$ cat config.mk
export PLATFORM = sky130hd
export DESIGN_NAME = gemm_issue_ctrl_flat
export DESIGN_NICKNAME = d
export VERILOG_FILES = /design/src/rtl/gemm_ctrl_pkg.sv /design/src/rtl/gemm_issue_ctrl_if.sv /design/src/rtl/gemm_cmd_fifo.sv /design/src/rtl/gemm_issue_ctrl.sv /design/src/flat_wrapper.sv
export SDC_FILE = /design/constraint.sdc
export NUM_CORES = 1
export LEC_CHECK = 0
export BUFFER_PORTS_ARGS = -buffer_cell sky130_fd_sc_hd__buf_2
export CORE_ASPECT_RATIO = 0.6
export CORE_MARGIN = 4
export CORE_UTILIZATION = 45
export DETAILED_ROUTE_END_ITERATION = 16
export PLACE_DENSITY = 0.68
export SLEW_MARGIN = 20
export SYNTH_ARGS = -nofsm -noshare
export SYNTH_HDL_FRONTEND = slang
export SYNTH_HIERARCHICAL = 1
export SYNTH_SLANG_ARGS = --single-unit
$ cat constraint.sdc
create_clock -name clk -period 4.1 [get_ports clk]
set_clock_uncertainty 0.05 [all_clocks]
set_input_delay 0.205 -clock clk [delete_from_list [all_inputs] [get_ports clk]]
set_output_delay 0.205 -clock clk [all_outputs]
set_load 0.05 [all_outputs]
$ cat src/rtl/gemm_ctrl_pkg.sv
// gemm_ctrl_pkg
//   Shared types for the GEMM issue controller: sub-op encodings, the
//   command record carried through the command FIFO, and the issue FSM
//   state encoding.
//   No ports (package).
package gemm_ctrl_pkg;

   localparam int unsigned GEMM_DATA_W = 32;

   typedef enum logic [2:0] {
      GEMM_RUN  = 3'b000,
      GEMM_SYNC = 3'b111
   } gemm_func_e;

   typedef struct packed {
      logic [GEMM_DATA_W-1:0] rs1;
      logic [GEMM_DATA_W-1:0] rs2;
   } gemm_cmd_t;

   typedef enum logic {
      IDLE = 1'b0,
      WAIT = 1'b1
   } issue_state_e;

endpackage

$ cat src/rtl/gemm_issue_ctrl_if.sv
// gemm_issue_ctrl_if
//   Command port between the issue controller and the systolic-array engine.
//   Ports:
//     cmd_valid  command offered by the controller
//     cmd_ready  engine accepts the command
//     cmd_rs1    command operand A/B base address
//     cmd_rs2    command operand C base address / dimension word
//     gemm_done  single-cycle pulse: in-flight command finished
//   Modports: master = controller side, slave = engine side.
interface gemm_issue_ctrl_if #(
   parameter int unsigned DATA_W = 32
);
   logic              cmd_valid;
   logic              cmd_ready;
   logic [DATA_W-1:0] cmd_rs1;
   logic [DATA_W-1:0] cmd_rs2;
   logic              gemm_done;

   modport master (
      output cmd_valid, cmd_rs1, cmd_rs2,
      input  cmd_ready, gemm_done
   );

   modport slave (
      input  cmd_valid, cmd_rs1, cmd_rs2,
      output cmd_ready, gemm_done
   );
endinterface

$ cat src/rtl/gemm_cmd_fifo.sv
// gemm_cmd_fifo
//   Synchronous command FIFO, asynchronous active-low reset.
//   Pointers are log2(DEPTH) bits and wrap naturally; count carries one
//   extra bit so that full and empty are distinguishable.
//   Ports:
//     clk, rst         clock, asynchronous active-low reset
//     push, push_data  write request and entry (ignored when full)
//     pop              read request (ignored when empty)
//     head             entry at the read pointer
//     count            number of stored entries
//     full, empty      status flags from the registered count
module gemm_cmd_fifo
   import gemm_ctrl_pkg::*;
#(
   parameter int unsigned DEPTH   = 4,
   parameter type         entry_t = gemm_cmd_t
) (
   input  logic                   clk,
   input  logic                   rst,
   input  logic                   push,
   input  entry_t                 push_data,
   input  logic                   pop,
   output entry_t                 head,
   output logic [$clog2(DEPTH):0] count,
   output logic                   full,
   output logic                   empty
);

   localparam int unsigned       PTR_W    = $clog2(DEPTH);
   localparam logic [PTR_W:0]    FULL_CNT = (PTR_W+1)'(DEPTH);

   entry_t           mem [DEPTH];
   logic [PTR_W-1:0] wr_ptr;
   logic [PTR_W-1:0] rd_ptr;
   logic             do_push;
   logic             do_pop;

   assign full    = (count == FULL_CNT);
   assign empty   = (count == '0);
   assign do_push = push & ~full;
   assign do_pop  = pop & ~empty;
   assign head    = mem[rd_ptr];

   // Storage is reset so the head reads zero out of reset.
   always_ff @(posedge clk or negedge rst) begin
      if (!rst) begin
         wr_ptr <= '0;
         rd_ptr <= '0;
         count  <= '0;
         for (int unsigned i = 0; i < DEPTH; i++) begin
            mem[i] <= '0;
         end
      end else begin
         if (do_push) begin
            mem[wr_ptr] <= push_data;
            wr_ptr      <= wr_ptr + 1'b1;
         end
         if (do_pop) begin
            rd_ptr <= rd_ptr + 1'b1;
         end
         case ({do_push, do_pop})
            2'b10:   count <= count + 1'b1;
            2'b01:   count <= count - 1'b1;
            default: count <= count;
         endcase
      end
   end

endmodule

$ cat src/rtl/gemm_issue_ctrl.sv
// gemm_issue_ctrl
//   Issue controller for the GEMM accelerator. Buffers decoded GEMM_RUN
//   operands in a command FIFO, issues one command at a time to the
//   systolic-array engine and retires it on gemm_done. Stalls the core on
//   a full FIFO or while GEMM_SYNC waits for outstanding work to drain.
//   Configuration macro: GEMM_PERF_CNT_EN (saturating perf counters;
//   when undefined both perf outputs are tied to zero).
//   Ports:
//     clk, rst          core clock, asynchronous active-low reset
//     gemm_valid        GEMM instruction in execute (already flush-gated)
//     gemm_func3        sub-op: GEMM_RUN, GEMM_SYNC, others illegal
//     gemm_rs1/rs2      instruction operands
//     stall             combinational stall request to the core
//     cmd_if            engine command port (master side)
//     busy              FIFO non-empty or command in flight
//     illegal_op        high while an illegal func3 is presented
//     perf_busy_cycles  busy-cycle counter
//     perf_cmd_count    completed-command counter
module gemm_issue_ctrl
   import gemm_ctrl_pkg::*;
#(
   parameter int unsigned FIFO_DEPTH = 4,
   parameter int unsigned DATA_W     = 32
) (
   input  logic                     clk,
   input  logic                     rst,
   input  logic                     gemm_valid,
   input  logic [2:0]               gemm_func3,
   input  logic [DATA_W-1:0]        gemm_rs1,
   input  logic [DATA_W-1:0]        gemm_rs2,
   output logic                     stall,
   gemm_issue_ctrl_if.master        cmd_if,
   output logic                     busy,
   output logic                     illegal_op,
   output logic [31:0]              perf_busy_cycles,
   output logic [31:0]              perf_cmd_count
);

   typedef struct packed {
      logic [DATA_W-1:0] rs1;
      logic [DATA_W-1:0] rs2;
   } cmd_t;

   issue_state_e                  state;
   cmd_t                          push_data;
   cmd_t                          head;
   logic [$clog2(FIFO_DEPTH):0]   fifo_count;
   logic                          fifo_full;
   logic                          fifo_empty;
   logic                          is_run;
   logic                          is_sync;
   logic                          push;
   logic                          pop;

   assign is_run     = gemm_valid & (gemm_func3 == GEMM_RUN);
   assign is_sync    = gemm_valid & (gemm_func3 == GEMM_SYNC);
   assign illegal_op = gemm_valid & (gemm_func3 != GEMM_RUN) & (gemm_func3 != GEMM_SYNC);

   // Fullness comes from the registered count only: a same-cycle pop does
   // not free a slot for the incoming RUN, which keeps cmd_ready out of stall.
   assign push  = is_run & ~fifo_full;
   assign busy  = (fifo_count != '0) | (state == WAIT);
   assign stall = (is_run & fifo_full) | (is_sync & busy);

   assign push_data.rs1 = gemm_rs1;
   assign push_data.rs2 = gemm_rs2;

   assign cmd_if.cmd_valid = (state == IDLE) & ~fifo_empty;
   assign cmd_if.cmd_rs1   = head.rs1;
   assign cmd_if.cmd_rs2   = head.rs2;
   assign pop              = cmd_if.cmd_valid & cmd_if.cmd_ready;

   gemm_cmd_fifo #(
      .DEPTH   (FIFO_DEPTH),
      .entry_t (cmd_t)
   ) u_fifo (
      .clk       (clk),
      .rst       (rst),
      .push      (push),
      .push_data (push_data),
      .pop       (pop),
      .head      (head),
      .count     (fifo_count),
      .full      (fifo_full),
      .empty     (fifo_empty)
   );

   // gemm_done outside WAIT is ignored.
   always_ff @(posedge clk or negedge rst) begin
      if (!rst) begin
         state <= IDLE;
      end else begin
         case (state)
            IDLE:    if (pop)              state <= WAIT;
            WAIT:    if (cmd_if.gemm_done) state <= IDLE;
            default:                       state <= IDLE;
         endcase
      end
   end

`ifdef GEMM_PERF_CNT_EN
   logic [31:0] busy_cycles_q;
   logic [31:0] cmd_count_q;

   always_ff @(posedge clk or negedge rst) begin
      if (!rst) begin
         busy_cycles_q <= '0;
         cmd_count_q   <= '0;
      end else begin
         if (busy && (busy_cycles_q != '1)) begin
            busy_cycles_q <= busy_cycles_q + 32'd1;
         end
         if ((state == WAIT) && cmd_if.gemm_done && (cmd_count_q != '1)) begin
            cmd_count_q <= cmd_count_q + 32'd1;
         end
      end
   end

   assign perf_busy_cycles = busy_cycles_q;
   assign perf_cmd_count   = cmd_count_q;
`else
   assign perf_busy_cycles = '0;
   assign perf_cmd_count   = '0;
`endif

endmodule

$ cat src/flat_wrapper.sv
// flat-port wrapper written by rule: the top's interface ports become plain ports
module gemm_issue_ctrl_flat import gemm_ctrl_pkg::*;
#(
   parameter int unsigned FIFO_DEPTH = 4,
   parameter int unsigned DATA_W     = 32
)
  (clk, rst, gemm_valid, gemm_func3, gemm_rs1, gemm_rs2, stall, busy, illegal_op, perf_busy_cycles, perf_cmd_count, cmd_if_cmd_valid, cmd_if_cmd_rs1, cmd_if_cmd_rs2, cmd_if_cmd_ready, cmd_if_gemm_done);
  gemm_issue_ctrl_if #(.DATA_W(DATA_W)) cmd_if_i ();
  input  logic clk;
  input  logic rst;
  input  logic gemm_valid;
  input  logic [2:0] gemm_func3;
  input  logic [DATA_W-1:0] gemm_rs1;
  input  logic [DATA_W-1:0] gemm_rs2;
  output logic stall;
  output logic busy;
  output logic illegal_op;
  output logic [31:0] perf_busy_cycles;
  output logic [31:0] perf_cmd_count;
  output wire logic [$bits(cmd_if_i.cmd_valid)-1:0] cmd_if_cmd_valid;
  output wire logic [$bits(cmd_if_i.cmd_rs1)-1:0] cmd_if_cmd_rs1;
  output wire logic [$bits(cmd_if_i.cmd_rs2)-1:0] cmd_if_cmd_rs2;
  input wire logic [$bits(cmd_if_i.cmd_ready)-1:0] cmd_if_cmd_ready;
  input wire logic [$bits(cmd_if_i.gemm_done)-1:0] cmd_if_gemm_done;
  assign cmd_if_cmd_valid = cmd_if_i.cmd_valid;
  assign cmd_if_cmd_rs1 = cmd_if_i.cmd_rs1;
  assign cmd_if_cmd_rs2 = cmd_if_i.cmd_rs2;
  assign cmd_if_i.cmd_ready = cmd_if_cmd_ready;
  assign cmd_if_i.gemm_done = cmd_if_gemm_done;
  gemm_issue_ctrl #(.FIFO_DEPTH(FIFO_DEPTH), .DATA_W(DATA_W)) u_core (.clk(clk), .rst(rst), .gemm_valid(gemm_valid), .gemm_func3(gemm_func3), .gemm_rs1(gemm_rs1), .gemm_rs2(gemm_rs2), .stall(stall), .cmd_if(cmd_if_i), .busy(busy), .illegal_op(illegal_op), .perf_busy_cycles(perf_busy_cycles), .perf_cmd_count(perf_cmd_count));
endmodule
======== Word level (Yosys, flattened, before mapping) ========
Cells that the tools add are included.
operators by class
  $lt $le $gt $ge ......................... 3
  mux-type cells .......................... 10
  bitwise operators ....................... 18
  equality and inequality tests ........... 5
  reductions and logical operators ........ 6
  $add $sub $neg .......................... 4
operators with widths
  operator             count
  $bwmux 256           1
  $mux 64              3
  $bmux 64 s2          1
  $demux 64 s2         1
  $and 1x1->1          11
  $eq 3x3->1 const B   2
  $ge 3x3->1 const B   2
  $logic_not 3->1      2
  $not 2->3            2
  $pmux 3 s2           1
  $reduce_bool 3->1    2
  $add 2x1->2 const B  2
  $add 3x1->3 const B  1
  $lt 3x1->1 const B   1
  $ne 3x3->1 const B   1
  $not 1->1            3
  $sub 3x1->3 const B  1
  $eq 2x1->1 const B   1
  $eq 2x2->1 const B   1
  $mux 1               2
  $or 1x1->1           2
  $pmux 1 s2           1
  $reduce_bool 2->1    1
  $logic_and 1x1->1    1
word-level totals
  register bits ........................... 264
  output and inout port bits .............. 132
  word-level logic and storage cells ...... 58
  input bits .............................. 72

======== Logic depth before layout (Yosys ltp) ========
  depth in word-level cells ............... 7
  gate-level depth with buffers ........... 9
  gate-level depth less buffers ........... 9

======== Hierarchy ========
Netlist, hierarchy kept.
modules (own cells, without submodules)
  module           instances  seq. area each (um2)  cells each  area each (um2)
  gemm_cmd_fifo    1          6581.3                654         11539.8
  gemm_issue_ctrl  1          25.0                  78          596.8

======== Worst setup path after synthesis ========
OpenSTA, ideal clock, no wires.
  kind .................................... register to register
  from .................................... register u_core.u_fifo.count[0]
  to ...................................... register u_core.u_fifo.count[2]
  buffers on the path ..................... 0
  path slack .............................. 1.835 ns
  setup time .............................. 0.079 ns
  period minus slack after synthesis ...... 2.265 ns
  data arrival time ....................... 2.136 ns
  data required time ...................... 3.971 ns
  stages on the path, launching flop included .. 10
  path through ............................ dfrtp_1 -> nor3b_2 -> nor3b_1 -> nand2b_1 -> ha_1 -> inv_1 -> fa_1 -> xor2_1 -> nor2_1 -> xor2_1
on the way
  elaborated cells on any way between the ends .. 15
  those cells by class .................... add/sub (2); eq/ne (3); mux (1); bitwise (7); reduce/logical (2)
RTL lines
  element                                          RTL line               text
  start, declared                                  gemm_cmd_fifo.sv:24    output logic [$clog2(DEPTH):0] count,
  start signal, assigned                           gemm_cmd_fifo.sv:62    2'b10: count <= count + 1'b1;
  start signal, assigned                           gemm_cmd_fifo.sv:63    2'b01: count <= count - 1'b1;
  start signal, assigned                           gemm_cmd_fifo.sv:64    default: count <= count;
  $eq 3x3->1 (*)                                   gemm_cmd_fifo.sv:38    assign full = (count == FULL_CNT);
  net u_core.fifo_full                             gemm_issue_ctrl.sv:48  logic fifo_full;
  $not 1->1 (*)                                    gemm_issue_ctrl.sv:61  assign push = is_run & ~fifo_full;
  $and 1x1->1 (*)                                  gemm_issue_ctrl.sv:61
  net u_core.push                                  gemm_issue_ctrl.sv:52  logic push;
  $and 1x1->1 (*)                                  gemm_cmd_fifo.sv:40    assign do_push = push & ~full;
  $eq 2x1->1 or $eq 2x2->1 (tied branches)         gemm_cmd_fifo.sv:61    case ({do_push, do_pop})
  $pmux 3 s2 or $reduce_bool 2->1 (tied branches)  n/a
The timed path passes the listed nets; every way through them passes the cells marked *.
A chain may end at the register's enable or synchronous reset.

======== Worst setup path in the final report ========
  from .................................... register u_core.u_fifo.rd_ptr[0]
  to ...................................... output port cmd_if_cmd_rs1[6]
on the way
  word-level cells in the longest chain between the ends .. 4
RTL lines
  element                                      RTL line             text
  start, declared                              gemm_cmd_fifo.sv:34  logic [PTR_W-1:0] rd_ptr;
  start signal, assigned                       gemm_cmd_fifo.sv:59  rd_ptr <= rd_ptr + 1'b1;
  $not 2->3 (not written as such)              gemm_cmd_fifo.sv:42  assign head = mem[rd_ptr];
  $bmux 64 s2                                  gemm_cmd_fifo.sv:42
  $mux 64 (not written as such) (2 in series)  gemm_cmd_fifo.sv:42
  end, declared                                flat_wrapper.sv:21   output wire logic [$bits(cmd_if_i.cmd_rs1)-1:0] cmd_if_cmd_rs1;
No other way between the ends. The select of a mux whose other input is x is not followed.

==> results.py <==
metrics = {
    "grt": {
        "grt_pass1_vias": 6936,
        "overflow": 0,
        "antenna_found_initial": 1,
        "grt.total_usage_pct": 16.5,
        "grt_max_degree": 121,
        "grt_pass1_wl_um": 39300,
    },
    "power_and_ir_drop": {
        "leakage_nw": 6.76,
        "pwr-share-seq_pct": 37.5,
        "p_int_mw": 7.14,
        "cellPowerDensity_nw_per_um2": 830,
        "clkPwrFrac_pct": 19.5,
        "p_switching_mw": 4.73,
        "irDropWorstVdd_v": 0.000479,
        "pwr-share-comb_pct": 43.0,
        "swShare_pct": 39.8,
    },
    "clock_tree": {
        "clk_latency_ns": 0.52,
        "path_clk_slew_ns": 0.06,
        "cts_tree": "built",
        "cts_root_buf": "clkbuf_16",
        "cts_max_level": 1,
        "cts_buffers": 25,
        "clockBufferDepth": 3,
        "cts.sinks": 264,
    },
    "sta": {
        "final-max-slew-violation-count": 0,
        "fmax_mhz": 347,
        "final.setup.tns_ns": 0,
        "min_period_over_period_pct": 70.3,
        "whs_ns": 0.0881,
        "grt_setup_unrepaired": "false",
        "tightest_slew_ns": 1.06,
        "period_minus_slack_ns": 2.88,
        "hold_viol_final": 0,
        "slew_headroom_pct": 29.0,
        "setup_viol": 0,
    },
    "yosys": {
        "synth_top_area_cell": "dfrtp_1",
        "synth_area_per_cell_um2": 16.6,
        "synth_warnings": 6,
        "synth.cell_area_um2": 12100,
        "ys_ff_latch": 264,
        "yosysMostFrequentCell": "dfrtp_1",
        "synth_cells": 732,
        "synth_edf_count": 0,
        "synth.top_cell.area_share_pct": 54.4,
        "synth_common_cells": "dfrtp_1, mux2_2, buf_4, mux4_2, clkbuf_8",
        "ys_top_cells_by_area": "dfrtp_1, mux2_2, mux4_2, buf_4, clkbuf_8",
        "ys.flop_type": "dfrtp_1",
        "synth_cell_type_count": 31,
        "async_reset_ff_share_pct": 100,
        "synth-seq-area-share_pct": 54.4,
    },
    "floorplanning": {
        "core_area_um2": 26500,
        "fp.dieH_um": 135,
        "fp.dieArea_um2": 29700,
        "initial_core_util_pct": 45.8,
        "die_width_um": 220,
        "rows": 46,
        "io_pins": 204,
    },
    "detailed_routing": {
        "ant_nets": 0,
        "routed_wl_um": 24700,
        "drtIter0Drc": 308,
        "post_drt_wl_per_cell_um": 18.7,
        "post-route-drc-count": 0,
        "via_per_inst": 4.99,
        "vias": 6578,
        "drtPass1Iterations": 4,
    },
    "setup_path": {
        "crit_arrival_ns": 2.63,
        "cp_max_fo": 32,
        "r2r_cells": 9,
        "worstSetupStartpointType": "flop",
        "crit_type": "reg2out",
        "end_kind": "output pin",
        "critPathRequiredTime_ns": 3.85,
    },
    "flow_run": {
        "drv_cap": 0,
    },
    "placed_design": {
        "post-dp-hpwl_um": 14900,
        "gp_congestion": 0.723,
        "numPortBuffers": 139,
    },
    "hold_path": {
        "holdCritPathClass": "in2reg",
        "holdPathStages": 3,
    },
    "finish": {
        "nFillCells": 2194,
        "synthToLayoutAreaGrowth_pct": 17.8,
        "multi_input_comb_area_um2": 4900,
        "final_nets": 1017,
        "regArea_um2": 6610,
        "drive_gt1_share_pct": 54.6,
    },
    "status": {
        "status": "completed",
    },
}
==> area by class of cell <==
cell class | count | share of cell area (%)
antenna | 1 | 0.0175
clock buffer | 36 | 5.01
clock inverter | 8 | 0.647
inverter | 6 | 0.157
multi-input combinational | 423 | 34.3
sequential | 264 | 46.3
tap | 360 | 3.15
timing repair buffer | 219 | 10.5
==> layout by cell type (no fill, tap or decap), drive strengths merged, types with 2 or more instances in the layout <==
master / synthesis / layout
bufinv: 0 / 2
mux2: 257 / 257
dlygate4sd3: 0 / 66
mux4: 64 / 64
nand2: 6 / 6
ha: 5 / 5
inv: 6 / 6
nor3b: 3 / 3
clkinv: 0 / 5
buf: 77 / 153
conb: 1 / 64
nor2: 6 / 6
clkbuf: 25 / 36
dfrtp: 264 / 264
xor2: 3 / 3
xnor2: 3 / 3
==> timing repair <==
| action | 4_1_cts | 5_1_grt |
|---|---|---|
| endpoints found under the hold margin | 374 | 0 |
| buffers inserted | 0 | 0 |
| hold buffers | 66 | 0 |
| resized for setup | 0 | 0 |
==> path summary, 6_finish.rpt <==
kind	end	from	slack (ns)
setup / recovery	cmd_if_cmd_rs1[6]	u_core/u_fifo/rd_ptr[0]	1.22
hold / removal	u_core/state	cmd_if_cmd_ready	0.09
setup reg to reg	u_core/u_fifo/count[2]	u_core/u_fifo/count[2]	1.36
hold reg to reg	u_core/u_fifo/mem[69]	u_core/u_fifo/mem[69]	0.45
max in group asynchronous	u_core/u_fifo/mem[167]	rst	2.73
min in group asynchronous	u_core/u_fifo/mem[244]	rst	0.33
==> metrics by stage <==
step           util (%)  area (um^2)  total power [mW]  setup WS, ns  instances
2_1_floorplan         -        12400              8.47          1.83        795
3_5_place_dp       48.4        12800              9.60          1.34       1206
4_1_cts            54.0        14300              12.0          1.11       1316
3_3_place_gp       48.4        12800              9.51          1.45       1206
6_report           54.0        14300              11.9          1.22       1317
5_1_grt            54.0        14300              12.5          1.01       1317
==> registers in the layout (all words and copies together), names as in the netlist <==
name,count
u_core/u_fifo/rd_ptr,2
u_core/state,1
u_core/u_fifo/mem,256
u_core/u_fifo/wr_ptr,2
u_core/u_fifo/count,3
==> critical path, stage by stage (launching register included) <==
cell and delay (ns):
dfrtp_4 0.62, buf_4 0.60, mux4_2 0.60, buf_2 0.23
==> power groups by stage <==
| stage | registers, mW | clock network (mW) | logic [mW] |
|---|---|---|---|
| finish | 4.45 | 2.31 | 5.11 |
| global route | 4.61 | 2.49 | 5.41 |
| CTS | 4.46 | 2.39 | 5.16 |
| detailed placement | 4.49 | 0 | 5.11 |
| global placement | 4.47 | 0 | 5.04 |
| floorplan | 4.10 | 0 | 4.37 |
==> cells by family (layout without fill, tap and decap cells) <==
group	after synthesis	after routing	synth area share [%]
muxes	322	322	35.8
xor gates and xnor gates	6	6	0.433
other	1	65	0.0309
AOI/OAI and AO/OA	3	3	0.268
adders and majority gates	6	6	0.680
buffers and inverters	108	269	7.27
DFF	264	264	54.4
and+or+nand+nor	22	22	1.08
==> per-layer routing <==
layer | share of wire, % | routed length, um | vias up | GRT usage (%)
met1 | 48 | 11900 | 3464 | 24.9
met4 | 1.3 | 318 | 0 | 2.58
li1 | - | - | 2974 | -
met2 | 45 | 11100 | 112 | 24.9
met5 | 0 | 0 | - | 0
met3 | 5.6 | 1390 | 28 | 4.30
No activity file was read; power rests on OpenSTA's default activity.
